<file path="config.mk">
export PLATFORM = sky130hd
export DESIGN_NAME = updown_counter_param
export DESIGN_NICKNAME = d
export VERILOG_FILES = /design/src/rtl/updown_counter_param.sv
export SDC_FILE = /design/constraint.sdc
export NUM_CORES = 1
export LEC_CHECK = 0
export ABC_AREA = 1
export CORE_MARGIN = 2
export CORE_UTILIZATION = 28
export CTS_CLUSTER_DIAMETER = 150
export CTS_CLUSTER_SIZE = 30
export DETAILED_ROUTE_END_ITERATION = 8
export GPL_TIMING_DRIVEN = 1
export SETUP_SLACK_MARGIN = 0.1
export SLEW_MARGIN = 20
export SYNTH_ARGS = -nofsm -noshare
export SYNTH_HDL_FRONTEND = slang
export SYNTH_SLANG_ARGS = --single-unit
</file>
<file path="constraint.sdc">
create_clock -name clk -period 2 [get_ports clk]
set_input_delay 0.2 -clock clk [delete_from_list [all_inputs] [get_ports clk]]
set_output_delay 0.2 -clock clk [all_outputs]
set_load 0.02 [all_outputs]
</file>
<file path="src/rtl/updown_counter_param.sv">
// Parametrised up/down counter with load, enable, wrap/saturate mode, event pulse and sticky ovf.
// Optional prescaler enabled by defining UPDOWN_COUNTER_PRESCALE_EN.
module updown_counter_param #(
    parameter int unsigned      WIDTH     = 4,
    parameter logic [WIDTH-1:0] LIMIT     = {WIDTH{1'b1}},
    parameter logic [WIDTH-1:0] RESET_VAL = '0,
    parameter int unsigned      PRESCALE  = 4
) (
    input  logic             clk,
    input  logic             rst,
    input  logic             en,
    input  logic             up,
    input  logic             sat,
    input  logic             load,
    input  logic [WIDTH-1:0] load_val,
    input  logic             clr_ovf,
    output logic [WIDTH-1:0] count,
    output logic             evt,
    output logic             ovf,
    output logic             at_zero,
    output logic             at_limit
);

    if (WIDTH < 2 || WIDTH > 32) begin : g_bad_width
        $error("updown_counter_param: WIDTH must be 2..32");
    end
    if (LIMIT == '0) begin : g_bad_limit
        $error("updown_counter_param: LIMIT must be >= 1");
    end
    if (RESET_VAL > LIMIT) begin : g_bad_reset_val
        $error("updown_counter_param: RESET_VAL must be <= LIMIT");
    end
    if (PRESCALE < 1) begin : g_bad_prescale
        $error("updown_counter_param: PRESCALE must be >= 1");
    end

    logic [WIDTH-1:0] count_q, count_d;
    logic             evt_q, evt_d;
    logic             ovf_q, ovf_d;
    logic             tick;
    logic             boundary;

`ifdef UPDOWN_COUNTER_PRESCALE_EN
    localparam int unsigned PreW = (PRESCALE > 1) ? $clog2(PRESCALE) : 1;
    localparam logic [PreW-1:0] PreLast = PreW'(PRESCALE - 1);

    logic [PreW-1:0] pre_q, pre_d;

    assign tick = (pre_q == PreLast);

    // Prescaler only advances on enabled cycles; load restarts the window.
    always_comb begin
        pre_d = pre_q;
        if (load) begin
            pre_d = '0;
        end else if (en) begin
            pre_d = tick ? '0 : pre_q + 1'b1;
        end
    end

    always_ff @(posedge clk or negedge rst) begin
        if (!rst) begin
            pre_q <= '0;
        end else begin
            pre_q <= pre_d;
        end
    end
`else
    assign tick = 1'b1;
`endif

    assign at_zero  = (count_q == '0);
    assign at_limit = (count_q == LIMIT);

    always_comb begin
        count_d  = count_q;
        boundary = 1'b0;
        if (load) begin
            count_d = (load_val > LIMIT) ? LIMIT : load_val;
        end else if (en && tick) begin
            if (up) begin
                if (at_limit) begin
                    boundary = 1'b1;
                    count_d  = sat ? LIMIT : '0;
                end else begin
                    count_d = count_q + 1'b1;
                end
            end else begin
                if (at_zero) begin
                    boundary = 1'b1;
                    count_d  = sat ? '0 : LIMIT;
                end else begin
                    count_d = count_q - 1'b1;
                end
            end
        end
        evt_d = boundary;
        // Set beats clear when both happen in the same cycle.
        ovf_d = boundary ? 1'b1 : (clr_ovf ? 1'b0 : ovf_q);
    end

    always_ff @(posedge clk or negedge rst) begin
        if (!rst) begin
            count_q <= RESET_VAL;
            evt_q   <= 1'b0;
            ovf_q   <= 1'b0;
        end else begin
            count_q <= count_d;
            evt_q   <= evt_d;
            ovf_q   <= ovf_d;
        end
    end

    assign count = count_q;
    assign evt   = evt_q;
    assign ovf   = ovf_q;

endmodule

</file>
==> results of run 1 <==
-- routing by layer --
metal,vias to the layer above,track usage [%],wire length (um)
met3,0,2.26,45
met4,0,6.67,0
met2,8,21.4,617
li1,302,-,-
met5,-,0,0
met1,239,16.9,631
-- registers in the layout, summed over array words and instances (netlist names) --
register and count:
count 4, evt 1, ovf 1
-- worst paths after layout --
check / startpoint / endpoint / cells past startpoint
min: rst / count[1] / 1
max reg2reg: count[1] / count[0] / 9
min reg2reg: ovf / ovf / 2
max: count[1] / at_zero / 5
max in group asynchronous: rst / ovf / 1
min in group clk: ovf / ovf / 2
-- layout by cell type (no fill, tap or decap) --
cell type / Yosys / routed
buf_4: 1 / 2
inv_1: 11 / 11
nand4_1: 2 / 2
clkdlybuf4s50_1: 0 / 16
nor3_4: 1 / 1
nand2_1: 24 / 24
nor2_1: 10 / 10
a21oi_1: 3 / 3
clkbuf_4: 0 / 3
dfrtp_1: 6 / 6
o21ai_1: 5 / 5
a21oi_2: 1 / 1
nor2_2: 3 / 3
ha_1: 2 / 2
o21ai_0: 2 / 2
nand2_2: 1 / 1
nand3_2: 2 / 2
nand3_1: 6 / 6
inv_2: 1 / 1
dlygate4sd2_1: 0 / 2
-- logic make-up (layout without fill, tap and decap cells) --
logic type / count (synthesis) / in the layout / share of synthesized area (%)
adders and majority gates: 2 / 2 / 4.73
AOI/OAI and AO/OA: 11 / 11 / 11.1
and+or+nand+nor: 49 / 49 / 43.7
DFF: 6 / 6 / 28.4
buffers and inverters: 14 / 35 / 12.1
-- critical path, cell delays in order, from the launching register on --
cell,delay (ns)
dfrtp_1,0.41
inv_1,0.13
ha_1,0.19
inv_1,0.09
nor3_4,0.16
dlygate4sd2_1,0.36
-- through the flow --
stage / instances / total power [mW] / setup WS [ns] / hold WS, ns
final: 128 / 0.496 / 0.220 / 0.206
after floorplan: 82 / 0.305 / 0.473 / -0.0956
after detailed placement: 125 / 0.389 / 0.191 / 0.466
after CTS: 128 / 0.503 / 0.204 / 0.204
after global routing: 128 / 0.539 / 0.130 / 0.207
after global placement: 125 / 0.389 / 0.221 / 0.453
-- cell type report --
| class | count | area (um^2) | area share (%) |
|---|---|---|---|
| timing repair buffer | 20 | 193 | 25.5 |
| clock buffer | 3 | 22.5 | 2.98 |
| tap | 25 | 31.3 | 4.13 |
| multi-input combinational | 62 | 315 | 41.7 |
| sequential | 6 | 150 | 19.8 |
| inverter | 12 | 45.0 | 5.95 |
-- timing repair --
action,in CTS,in global routing
gates resized for setup,2,0
endpoints found under the hold margin,0,0
setup endpoints to repair,2,0
buffers inserted,0,0
-- report_power, final --
| group | internal (mW) | switching (mW) |
|---|---|---|
| Sequential | 0.137 | 0.0275 |
| Clock | 0.0679 | 0.0433 |
| Combinational | 0.0992 | 0.121 |
| Total | 0.304 | 0.192 |
==> results.cfg, run 1 <==
[global_routing]
grt_max_degree = 12
antenna_found_initial = 0
grt_pass1_wl_um = 2050
overflow = 0
grt_pass1_vias = 503
grtUsageTotal_pct = 13.2

[logic_synthesis]
synth.distinct_cells = 18
syn-cell-area_um2 = 529
synth_nets = 95
ys_warn_count = 0
syn-instance-count = 82
seq_area_frac_synth_pct = 28.4
yosysMostFrequentCell = nand2_1
async_reset_ff_share_pct = 100
synth_edf_count = 0
synth_ff_type = dfrtp_1
synth_top_area_cell = dfrtp_1
ys_top_cells_by_area = dfrtp_1 28%, nand2_1 17%, inv_1 7.8%
synth.top_cell.area_share_pct = 28.4
ys_top_cells_by_count = 24 x nand2_1, 11 x inv_1, 10 x nor2_1
avgSynthCellArea_um2 = 6.45
yosys_register_bits = 6

[worst_setup_path]
start_kind = register
endpoint_kind = output pin
critPathRequiredTime_ns = 1.80
r2r_slack_ns = 0.54
crit_type = register to output pin
critPathMaxFanout = 5
arrival_ns = 1.58

[sta]
post-route-period-util_pct = 89.0
setup-violations-final = 0
worst_pin_slew_ns = 0.506
rsz0062_at_grt = no
layout_min_cycle_time_ns = 1.78
relSlewSlack_pct = 66.2
skew_ns = 0.00170
slew_viol_final = 0
max_freq_mhz = 562
finalHoldViolCount = 0
setup_tns_ns = 0

[placed_design]
place_area_um2 = 737
port_buffers = 18
place_congestion = 0.802
dp_hpwl_um = 1070

[cells_and_area]
post-route-util_pct = 43.4
fin_area_um2 = 757
n_fill_cell = 196
drive_above_1_share_pct = 13.6
num_antenna_cells = 0
layout.nets = 118
area_delta_synth_final_pct = 43.0

[cts]
numCtsBuffers = 3
clk_pin_slew_ns = 0.05
cts_buffer_depth = 2
tritoncts = built
root_buffer = clkbuf_4
cts_num_sinks = 6
clk_latency_ns = 0.24
cts_hold_buffers = 0
htree_levels = 1

[min_path]
min_path_type = input port to async pin

[route]
postRouteAntennaNets = 0
wl_per_cell_um = 10.1
drc = 0
routed_wl_um = 1290
routed_via_density = 4.29
firstDrtPassIters = 3
vias = 549
first_iter_violations = 17

[floorplan]
die_height_um = 47.5
fp-row-count = 15
dieArea_um2 = 2250
io_pins = 19
core_area_um2 = 1750
die_w_um = 47.5
start_util_pct = 30.3

[power_and_ir_drop]
p_leak_nw = 0.378
p_per_area_nw_per_um2 = 655
irDropWorstVdd_mv = 0.303

[run]
drv_cap = 0

[status]
status = complete, no violations
Power figures use the tool's default switching activity.
==> inputs of run 2 (changes only) <==
--- a/config.mk
+++ b/config.mk
@@ -13,7 +13,7 @@
 export DETAILED_ROUTE_END_ITERATION = 8
 export GPL_TIMING_DRIVEN = 1
 export SETUP_SLACK_MARGIN = 0.1
-export SLEW_MARGIN = 20
+export SLEW_MARGIN = 5
 export SYNTH_ARGS = -nofsm -noshare
 export SYNTH_HDL_FRONTEND = slang
 export SYNTH_SLANG_ARGS = --single-unit
==> results of run 2 <==
No change in the layout: final DEF, timing and power equal those of run 1.
==> inputs of run 3 (changes only) <==
--- a/config.mk
+++ b/config.mk
@@ -17,3 +17,4 @@
 export SYNTH_ARGS = -nofsm -noshare
 export SYNTH_HDL_FRONTEND = slang
 export SYNTH_SLANG_ARGS = --single-unit
+export TNS_END_PERCENT = 100
==> results of run 3 <==
No change in the layout: final DEF, timing and power equal those of run 1.
